[config.mk]
export PLATFORM = sky130hd
export DESIGN_NAME = button_gesture_flat
export DESIGN_NICKNAME = d
export VERILOG_FILES = /design/src/rtl/button_pkg.sv /design/src/rtl/button_gesture_if.sv /design/src/rtl/button_gesture.sv /design/src/flat_wrapper.sv
export SDC_FILE = /design/constraint.sdc
export NUM_CORES = 1
export LEC_CHECK = 0
export CAP_MARGIN = 15
export CORE_UTILIZATION = 30
export CTS_CLUSTER_DIAMETER = 60
export DETAILED_ROUTE_END_ITERATION = 10
export REMOVE_ABC_BUFFERS = 1
export SYNTH_ARGS = -nofsm -noshare
export SYNTH_HDL_FRONTEND = slang
export SYNTH_SLANG_ARGS = --single-unit
[constraint.sdc]
create_clock -name clock -period 2.2 [get_ports clock]
set_input_delay 0.44 -clock clock [delete_from_list [all_inputs] [get_ports clock]]
set_output_delay 0.44 -clock clock [all_outputs]
set_load 0.005 [all_outputs]
[src/rtl/button_pkg.sv]
// Shared definitions for the button gesture classifier: FSM state
// encoding and the width helper for the shared timeout counter.
package button_pkg;

    localparam logic [2:0] IDLE      = 3'd0;
    localparam logic [2:0] PRESS1    = 3'd1;
    localparam logic [2:0] WAIT_GAP  = 3'd2;
    localparam logic [2:0] PRESS2    = 3'd3;
    localparam logic [2:0] LONG_HELD = 3'd4;

    // One counter serves every timeout, so it is sized for the largest one.
    function automatic int cnt_width(input int long_c, input int gap_c, input int rep_c);
        int m;
        m = long_c;
        if (gap_c > m) m = gap_c;
        if (rep_c > m) m = rep_c;
        return $clog2(m) + 1;
    endfunction

endpackage

[src/rtl/button_gesture_if.sv]
// Debounced edge pulses in, gesture pulses and hold level out.
interface button_gesture_if;

    logic rise;
    logic fall;
    logic short_press;
    logic double_press;
    logic long_press;
    logic repeat_press;
    logic hold;

    // Upstream side: debounce pulses out, gestures in.
    modport master (
        output rise, fall,
        input  short_press, double_press, long_press, repeat_press, hold
    );

    // Classifier side.
    modport slave (
        input  rise, fall,
        output short_press, double_press, long_press, repeat_press, hold
    );

endinterface

[src/rtl/button_gesture.sv]
// Classifies debounced press/release pulses into short, double, long and
// auto-repeat gesture pulses plus a hold level. One FSM, one shared counter.
module button_gesture
    import button_pkg::*;
#(
    parameter int LONG_COUNT   = 50_000_000,
    parameter int GAP_COUNT    = 15_000_000,
    parameter int REPEAT_COUNT = 10_000_000
) (
    input  logic            clock,
    input  logic            reset_n,
    button_gesture_if.slave btn
);

    localparam int CW = cnt_width(LONG_COUNT, GAP_COUNT, REPEAT_COUNT);

    // Terminal values are one below the count: the counter starts at 0 on
    // the edge that enters the state, so value N-1 is seen at edge N.
    localparam logic [CW-1:0] LONG_TERM = CW'(LONG_COUNT - 1);
    localparam logic [CW-1:0] GAP_TERM  = CW'(GAP_COUNT - 1);
    localparam logic [CW-1:0] REP_TERM  = CW'((REPEAT_COUNT > 0) ? REPEAT_COUNT - 1 : 0);

    logic [2:0]    state;
    logic [2:0]    state_nxt;
    logic [CW-1:0] cnt;
    logic          reload;
    logic          counting;

    logic short_q,  short_nxt;
    logic double_q, double_nxt;
    logic long_q,   long_nxt;
    logic repeat_q, repeat_nxt;
    logic hold_q,   hold_nxt;

    // Simultaneous rise and fall is an upstream protocol error: neither counts.
    logic rise_ev;
    logic fall_ev;
    assign rise_ev = btn.rise & ~btn.fall;
    assign fall_ev = btn.fall & ~btn.rise;

    // Next state and gesture decisions; input events take priority over timeouts.
    always_comb begin
        // NOTE: every output of this block gets a default first so no path
        // leaves a value unassigned, which would otherwise infer a latch.
        state_nxt  = state;
        short_nxt  = 1'b0;
        double_nxt = 1'b0;
        long_nxt   = 1'b0;
        repeat_nxt = 1'b0;
        hold_nxt   = hold_q;
        reload     = 1'b0;
        case (state)
            IDLE: begin
                // A release here (e.g. after reset mid-press) is ignored.
                if (rise_ev) state_nxt = PRESS1;
            end
            PRESS1: begin
                if (fall_ev) begin
                    state_nxt = WAIT_GAP;
                end else if (cnt == LONG_TERM) begin
                    long_nxt  = 1'b1;
                    hold_nxt  = 1'b1;
                    state_nxt = LONG_HELD;
                end
            end
            WAIT_GAP: begin
                if (rise_ev) begin
                    double_nxt = 1'b1;
                    state_nxt  = PRESS2;
                end else if (cnt == GAP_TERM) begin
                    short_nxt = 1'b1;
                    state_nxt = IDLE;
                end
            end
            PRESS2: begin
                // The second press of a double is never promoted to long.
                if (fall_ev) state_nxt = IDLE;
            end
            LONG_HELD: begin
                if (fall_ev) begin
                    hold_nxt  = 1'b0;
                    state_nxt = IDLE;
                end else if (REPEAT_COUNT > 0 && cnt == REP_TERM) begin
                    repeat_nxt = 1'b1;
                    reload     = 1'b1;
                end
            end
            default: begin
                hold_nxt  = 1'b0;
                state_nxt = IDLE;
            end
        endcase
    end

    // The counter only runs in timed states; with repeat disabled it stays
    // at 0 in LONG_HELD so it can never wrap.
    always_comb begin
        counting = (state == PRESS1) || (state == WAIT_GAP) ||
                   ((state == LONG_HELD) && (REPEAT_COUNT > 0));
    end

    // State register and shared counter, cleared on every state change.
    always_ff @(posedge clock or negedge reset_n) begin
        if (!reset_n) begin
            state <= IDLE;
            cnt   <= '0;
        end else begin
            // NOTE: non-blocking assignments so every register samples the
            // pre-edge values, independent of statement order.
            state <= state_nxt;
            if (state_nxt != state || reload) begin
                cnt <= '0;
            end else if (counting) begin
                cnt <= cnt + 1'b1;
            end
        end
    end

    // Registered gesture pulses and hold level.
    always_ff @(posedge clock or negedge reset_n) begin
        if (!reset_n) begin
            short_q  <= 1'b0;
            double_q <= 1'b0;
            long_q   <= 1'b0;
            repeat_q <= 1'b0;
            hold_q   <= 1'b0;
        end else begin
            short_q  <= short_nxt;
            double_q <= double_nxt;
            long_q   <= long_nxt;
            repeat_q <= repeat_nxt;
            hold_q   <= hold_nxt;
        end
    end

    assign btn.short_press  = short_q;
    assign btn.double_press = double_q;
    assign btn.long_press   = long_q;
    assign btn.repeat_press = repeat_q;
    assign btn.hold         = hold_q;

endmodule

[src/flat_wrapper.sv]
// flat-port wrapper written by rule: the top's interface ports become plain ports
module button_gesture_flat import button_pkg::*;
#(
    parameter int LONG_COUNT   = 50_000_000,
    parameter int GAP_COUNT    = 15_000_000,
    parameter int REPEAT_COUNT = 10_000_000
)
  (clock, reset_n, btn_rise, btn_fall, btn_short_press, btn_double_press, btn_long_press, btn_repeat_press, btn_hold);
  button_gesture_if btn_i ();
  input  logic clock;
  input  logic reset_n;
  input wire logic [$bits(btn_i.rise)-1:0] btn_rise;
  input wire logic [$bits(btn_i.fall)-1:0] btn_fall;
  output wire logic [$bits(btn_i.short_press)-1:0] btn_short_press;
  output wire logic [$bits(btn_i.double_press)-1:0] btn_double_press;
  output wire logic [$bits(btn_i.long_press)-1:0] btn_long_press;
  output wire logic [$bits(btn_i.repeat_press)-1:0] btn_repeat_press;
  output wire logic [$bits(btn_i.hold)-1:0] btn_hold;
  assign btn_i.rise = btn_rise;
  assign btn_i.fall = btn_fall;
  assign btn_short_press = btn_i.short_press;
  assign btn_double_press = btn_i.double_press;
  assign btn_long_press = btn_i.long_press;
  assign btn_repeat_press = btn_i.repeat_press;
  assign btn_hold = btn_i.hold;
  button_gesture #(.LONG_COUNT(LONG_COUNT), .GAP_COUNT(GAP_COUNT), .REPEAT_COUNT(REPEAT_COUNT)) u_core (.clock(clock), .reset_n(reset_n), .btn(btn_i));
endmodule
**Word-level counts from Yosys, hierarchy flattened**

Cells that the tools add are included.

- Add/sub/neg operators: 1
- Equality and inequality tests: 11
- Multiplexer cells: 24
- Bitwise logic cells: 5
- Reductions and logical operators: 8

Operator list:

| operator | count |
|---|---|
| equality test 27 x 24 -> 1 bit, second input constant | 2 |
| 2-to-1 mux 27 bit | 2 |
| adder 27 x 1 -> 27 bit, second input constant | 1 |
| equality test 27 x 26 -> 1 bit, second input constant | 1 |
| 2-to-1 mux 3 bit | 6 |
| 2-to-1 mux 1 bit | 14 |
| one-hot mux 3 bit (4 select lines) | 1 |
| equality test 3 x 2 -> 1 bit, second input constant | 2 |
| != test 2 x 1 -> 1 bit, second input constant | 2 |
| AND reduction 4 bit | 1 |
| equality test 3 x 1 -> 1 bit, second input constant | 1 |
| equality test 3 bit, second input constant | 1 |
| zero test 3 bit | 1 |
| logical OR 1 bit | 3 |
| != test 3 bit | 1 |
| NOT 1 bit | 3 |
| one-hot mux 1 bit (3 select lines) | 1 |
| OR reduction 3 bit | 1 |
| bitwise AND 1 bit | 2 |
| != test 2 bit, second input constant | 1 |
| nonzero test 2 bit | 1 |
| OR reduction 2 bit | 1 |

- Register bits after elaboration: 35
- Bits of input ports: 4
- Logic and storage cells: 56

**Logic depth before layout (Yosys ltp)**

Gate-level depths: netlist of the first run.

- Word-level depth: 7
- Mapped depth: 9
- Depth with buffers taken out: 6

**Least setup slack after synthesis of the first run**

OpenSTA, ideal clock, no wires.

- Path kind: register to register
- Start: register u_core.state[0]
- End: register u_core.cnt[21]
- Arrival time: 1.945 ns
- Slack: 0.137 ns
- Cell stages (with the launch flop): 9
- Path buffers: 2
- Clock period less this slack: 2.063 ns
- Cells stage by stage: dfrtp_1 -> buf_4 -> xnor2_1 -> a2bb2oi_1 -> or4_4 -> buf_6 -> or3_1 -> xor2_1 -> nor2_2

- Word-level cells in the longest chain between the ends: 6
- Elaborated cells between the ends (all ways): 20
- Those cells by class: eq/ne (5); mux (9); reduce/logical (6)

Ends and longest elaborated chain:

| item | line | source |
|---|---|---|
| start, declared | button_gesture.sv:23 | `logic [2:0] state;` |
| start signal, assigned | button_gesture.sv:110 | `state <= state_nxt;` |
| equality test 3 x 2 -> 1 bit, or another cell as far along | button_gesture.sv:52 | `case (state)` |
| OR reduction 2 bit (no line), or another cell as far along | - |  |
| one-hot mux 3 bit (4 select lines) | button_gesture.sv:52 |  |
| != test 3 bit | button_gesture.sv:111 | `if (state_nxt != state \|\| reload) begin` |
| logical OR 1 bit | button_gesture.sv:111 |  |
| 2-to-1 mux 27 bit / nonzero test 2 bit (equally long branches) | - |  |
| end signal, assigned | button_gesture.sv:114 | `cnt <= cnt + 1'b1;` |
| end, declared | button_gesture.sv:25 | `logic [CW-1:0] cnt;` |

Several ways; a longest one is shown, not always the timed one.
A chain may end at the register's enable or synchronous reset.

**Worst setup path in the final report of the first run**

- Start: register u_core.state[2]
- End: register u_core.cnt[21]

Same word-level chain as after synthesis.

==> run metrics, run 1 <==
Post-DP HPWL 2.81 mm; FF+latch count, synth 35; Ys Warns 0; Largest delay share family, worst path simple AND/OR/NAND/NOR gates; Placeable Area 5990 um^2; drt pass-1 iters 4; Final setup viols 0; clock sinks 35; vias in the first global route 1363; critical path required time 2.38 ns; Slew HR 48.6%; Antenna Cells 0; crit end category flop; leak pwr 0.000903 uW; fin nets 228; final slew viol count 0; critical-path cell list xnor2_1, a2bb2oi_1, or4_4, or3_1, xor2_1, nor2_2; Vias/cell 4.90; Worst setup SP type flop; clk_lat worst skew 0.29 ns; Fin Clk Skew 0.00483 ns; I/O pin cnt 9; Worst Tran Pin Value 0.770 ns; period utilisation layout 94.8%; Cell Rows 28; initial core utilization 31.3%; kind of critical path reg -> reg; global-route wire length before repair 6.64 mm; via count 1466; CP max-delay cell or4_4; Layout area overhead 16.6%; setup repair after global routing missed its margin no; root buffer cell clkbuf_8; Cell Area, Synth 1870 um^2; number of flops mapped to enable cells by yosys 0; largest net degree at the start of global routing 36; Buffers & Inverters on Critical Path 0; Post-CTS Setup Bufs 0; aggregate global routing overflow 0; Avg Cell Area, Syn 9.28 um^2; total CTS buffers 5; MaxCap Viol Count 0; routability cong. 0.772; fraction of layout cells with a size suffix above 1 12.5%; CTS tree done; final WL 3.83 mm; Cells after Synth 202; DP Area 2090 um^2; initial antenna violation count 0; clk slew on worst S/H paths 0.07 ns; dominant synthesized flop cell dfrtp_1; Final ANT Viol Nets 0; Die W 81.0 um; final setup margin 0.115 ns; Design Area, Final 2190 um^2; Initial DRC Count 54; Critical Path AT 2.26 ns; worst-path fanout max 9; Total GRT Usage 13.5%; Max IR drop VDD 272 uV; post-route minimum period 2.09 ns; # DRC 0; hold crit path type in -> async; pwr/cell area 634 nW/um^2; wire per inst 12.8 um; Die Y 81.0 um; die area 6570 um^2; status finished clean; Buffers on Ports 8; H-Tree Depth 2; Netlist cell types 38; final-layout fill cell count 591; register area share after synthesis 46.7%; CTS max path bufs 2; Critical Path Max Stage Delay 0.60 ns; hold_ws 0.228 ns; final hold vios 0; Achievable Freq 480 MHz; Async SR Flop Fraction 100%; final core occ 36.5%; pre-CTS setup slack -0.116 ns
kinds of logic after synthesis:
family	synth area share [%]
simple gates	31.4
compound gates	4.74
fa+ha+maj	0.667
buf+inv	3.74
mux	0.534
xor+xnor	12.1
flops	46.7
metrics by stage:
step / instances / setup TNS (ns) / power (uW)
floorplan: 194 / -1.86 / 864
global placement: 291 / -1.41 / 945
detailed placement: 291 / -2.67 / 951
CTS: 299 / 0 / 1400
global route: 299 / 0 / 1470
finish: 299 / 0 / 1390
cell usage in the layout (no fill, tap or decap), types with 7 or more instances in the layout:
master and instances:
buf_4 14, clkdlybuf4s50_1 7, dfrtp_1 35, nand2_1 13, nand3_1 14, nand4_1 7
nor2_1 36, nor3_1 9, xnor2_1 12, xor2_1 14
path summary, 6_finish.rpt:
check	from	endpoint	slack [ns]	depth (start not counted)
min	reset_n	u_core.cnt[9]$_DFFE_PN0P_	0.23	1
min reg2reg	u_core.btn.hold$_DFFE_PN0P_	u_core.btn.hold$_DFFE_PN0P_	0.55	2
max reg2reg	u_core.state[2]$_DFF_PN0_	u_core.cnt[21]$_DFFE_PN0P_	0.11	6
min in group clock	u_core.btn.hold$_DFFE_PN0P_	u_core.btn.hold$_DFFE_PN0P_	0.55	2
max	u_core.state[2]$_DFF_PN0_	u_core.cnt[21]$_DFFE_PN0P_	0.11	6
max in group asynchronous	reset_n	u_core.cnt[2]$_DFFE_PN0P_	1.48	1
cell usage after synthesis, types with 2 or more instances:
cell type	instances	area share (%)
xnor2_1	12	5.6
nand4_1	7	2.3
xor2_1	14	6.5
or3_1	5	1.7
nor3_1	10	2.7
nand3b_1	2	0.80
nor4_2	2	1.3
nor2b_1	3	1.0
nor4_1	3	1.0
buf_4	4	1.6
and3_1	5	1.7
nor2_1	36	7.2
o21ai_0	6	1.6
nand2b_1	4	1.3
nand3_1	14	3.7
dfrtp_1	35	47
buf_2	2	0.53
a21oi_1	3	0.80
inv_1	4	0.80
nand2_1	13	2.6
registers in the layout, indices dropped and copies added (netlist names):
| signal | count |
|---|---|
| u_core.cnt | 27 |
| u_core.btn.hold | 1 |
| u_core.btn.short_press | 1 |
| u_core.state | 3 |
| u_core.btn.long_press | 1 |
| u_core.btn.double_press | 1 |
| u_core.btn.repeat_press | 1 |
area by class of cell:
| type | instances | area (um^2) | area share, % |
|---|---|---|---|
| Multi-Input combinational cell | 155 | 940 | 43.0 |
| Clock buffer | 7 | 76.3 | 3.49 |
| Timing Repair Buffer | 22 | 180 | 8.24 |
| Clock inverter | 1 | 5.00 | 0.229 |
| Inverter | 4 | 15.0 | 0.687 |
| Sequential cell | 35 | 876 | 40.1 |
| Tap cell | 75 | 93.8 | 4.29 |
routing by layer:
layer	global-route usage, %	vias up	wire [um]
li1	-	739	-
met1	18.3	697	1920
met3	3.71	8	134
met4	4.82	0	75
met2	20.3	22	1700
met5	0	-	0
power by group:
| part | switching (uW) | leakage [uW] | internal, uW |
|---|---|---|---|
| Sequential | 46.5 | 0.000481 | 682 |
| Combinational | 112 | 0.000379 | 97.7 |
| Clock | 226 | 0.0000422 | 222 |
what timing repair did:
action / 4_1_cts / 5_1_grt
gates resized for setup: 0 / 2
hold buffers: 0 / 0
setup endpoints to repair: 0 / 26
Power figures use the tool's default switching activity.
==> run 2: changes to the inputs <==
--- a/config.mk
+++ b/config.mk
@@ -6,9 +6,11 @@
 export NUM_CORES = 1
 export LEC_CHECK = 0
 export CAP_MARGIN = 15
-export CORE_UTILIZATION = 30
+export CORE_UTILIZATION = 53
 export CTS_CLUSTER_DIAMETER = 60
+export CTS_CLUSTER_SIZE = 12
 export DETAILED_ROUTE_END_ITERATION = 10
+export PLACE_DENSITY = 0.74
 export REMOVE_ABC_BUFFERS = 1
 export SYNTH_ARGS = -nofsm -noshare
 export SYNTH_HDL_FRONTEND = slang
==> run metrics, run 2 (synthesis gave the netlist of run 1 again) <==
non-filler instance count after layout 266 (-11%); Worst setup SP type flop; Die Y 61.5 um (-24%); Total GRT Usage 24.1% (+11 points); Slew HR 69.2% (+21 points); fraction of layout cells with a size suffix above 1 11.8% (-0.68 points); clk slew on worst S/H paths 0.12 ns (+0.05 ns); root buffer cell clkbuf_4; Clk network pwr share 28.0% (-4.3 points); Vias/cell 5.67 (+16%); clk_lat worst skew 0.34 ns (+0.05 ns); wire per inst 14.7 um (+15%); aggregate global routing overflow 0 (unchanged); routability cong. 0.845 (+9.4%); clock sinks 35 (unchanged); setup repair after global routing missed its margin no; final hold vios 0 (unchanged); die area 3780 um^2 (-42%); critical path required time 2.43 ns (+0.05 ns); initial core utilization 55.7% (+24 points); Buffers on Ports 8 (unchanged); Int Pwr 952 uW (-5.0%); final core occ 63.2% (+27 points); vias in the first global route 1404 (+3.0%); Final setup viols 0 (unchanged); Critical Path Max Stage Delay 0.61 ns (about the same); final WL 3.90 mm (+1.9%); CP startpoint u_core.state[2]$_DFF_PN0_; post-route minimum period 2.12 ns (+0.0319 ns); critical-path cell list xnor2_1, a2bb2oi_1, or4_4, or3_1, xor2_1, nor2_2; Switching Fraction 29.3% (+1.6 points); DP Area 2040 um^2 (-2.3%); global-route wire length before repair 6.43 mm (-3.2%); Initial DRC Count 111 (+110%); initial antenna violation count 0 (unchanged); MaxCap Viol Count 0 (unchanged); Pwr Total 1350 uW (-2.9%); max reg flops 27 (unchanged); RR Startpoint u_core.state[2]$_DFF_PN0_; Design Area, Final 2120 um^2 (-2.8%); Critical Path AT 2.34 ns (+0.08 ns); CTS max path bufs 2 (unchanged); CTS tree done; period utilisation layout 96.2% (+1.5 points); leak pwr 0.000877 uW (-2.9%); crit end category flop; Achievable Freq 472 MHz (-1.5%); # DRC 0 (unchanged); Psw 394 uW (+2.5%); Die W 61.5 um (-24%); fraction of power consumed by combinational cells 18.1% (+3.0 points); status finished clean; Placeable Area 3360 um^2 (-44%); drt pass-1 iters 4 (unchanged); Worst Reg-to-Reg Cells 6 (unchanged); Max IR drop VDD 428 uV (+57%); total CTS buffers 5 (unchanged); biggest regs u_core.cnt (27), u_core.state (3); dpl cells 258 (-11%); commonest non-fill, non-tap cell in the layout nor2_1; hold crit path type in -> async; final slew viol count 0 (unchanged); fin nets 224 (-1.8%); Layout area overhead 13.4%; pwr/cell area 633 nW/um^2 (-0.14%); Fin Clk Skew 0.0156 ns (+0.0108 ns); largest net degree at the start of global routing 36 (unchanged); Cell Rows 21 (-25%); CP max-delay cell or4_4; most frequent cells in the layout nor2_1, dfrtp_1, xor2_1; worst-path fanout max 9 (unchanged); H-Tree Depth 2 (unchanged); Antenna Cells 0 (unchanged); Worst Tran Pin Value 0.458 ns (-0.313 ns); sequential share of power 53.9% (+1.3 points); kind of critical path reg -> reg; Final ANT Viol Nets 0 (unchanged); Post-DP HPWL 2.84 mm (+1.1%); I/O pin cnt 9 (unchanged); via count 1507 (+2.8%); Post-CTS Setup Bufs 0 (unchanged); Top reg by flops u_core.cnt
## run 2: repair_timing
item	4_1_cts	5_1_grt
resized for setup	0	3
setup endpoints to repair	0	27
hold buffers	0	0
## run 2: final cells by class
class,count,area [um^2]
fill,307,1240
multi-input combinational,155,940
sequential,35,877
timing repair buffer,18,168
tap,46,57.6
clock buffer,6,51.3
clock inverter,2,16.3
inverter,4,15.0
## run 2: routing by layer
| layer | GRT usage [%] | part of all wire [%] |
|---|---|---|
| met5 | 0 | 0 |
| met4 | 6.98 | 0.72 |
| met3 | 6.30 | 3.3 |
| met2 | 38.5 | 50 |
| met1 | 32.6 | 46 |
## run 2: through the flow
stage	hold slack, ns	setup TNS, ns	worst slack [ns]
after floorplan	0.144	-1.86	-0.0744
after global placement	0.533	-0.610	-0.0299
after detailed placement	0.539	-1.05	-0.0454
after CTS	0.509	0	0.0676
after global routing	0.519	0	0.00669
final	0.503	0	0.0830
## run 2: power groups by stage
stage | Combinational [uW] | Sequential [uW] | Clock (uW)
5_1_grt | 274 | 731 | 415
3_3_place_gp | 228 | 727 | 0
3_5_place_dp | 239 | 736 | 0
2_1_floorplan | 132 | 731 | 0
6_report | 244 | 725 | 377
4_1_cts | 241 | 724 | 386
## run 2: critical path: cells and delay by family (launching register included)
kind / cells / cell delay [ns]
AND/OR/NAND/NOR: 3 / 1.04
flip-flops: 1 / 0.48
XOR/XNOR: 2 / 0.32
AO/OA/AOI/OAI: 1 / 0.16
## run 2: worst paths after layout
check / to / slack (ns)
hold / removal: u_core.cnt[15]$_DFFE_PN0P_ / 0.50
max in group asynchronous: u_core.state[2]$_DFF_PN0_ / 1.36
min in group clock: u_core.btn.hold$_DFFE_PN0P_ / 0.56
setup reg to reg: u_core.cnt[21]$_DFFE_PN0P_ / 0.08
hold reg to reg: u_core.btn.hold$_DFFE_PN0P_ / 0.56
setup / recovery: u_core.cnt[21]$_DFFE_PN0P_ / 0.08
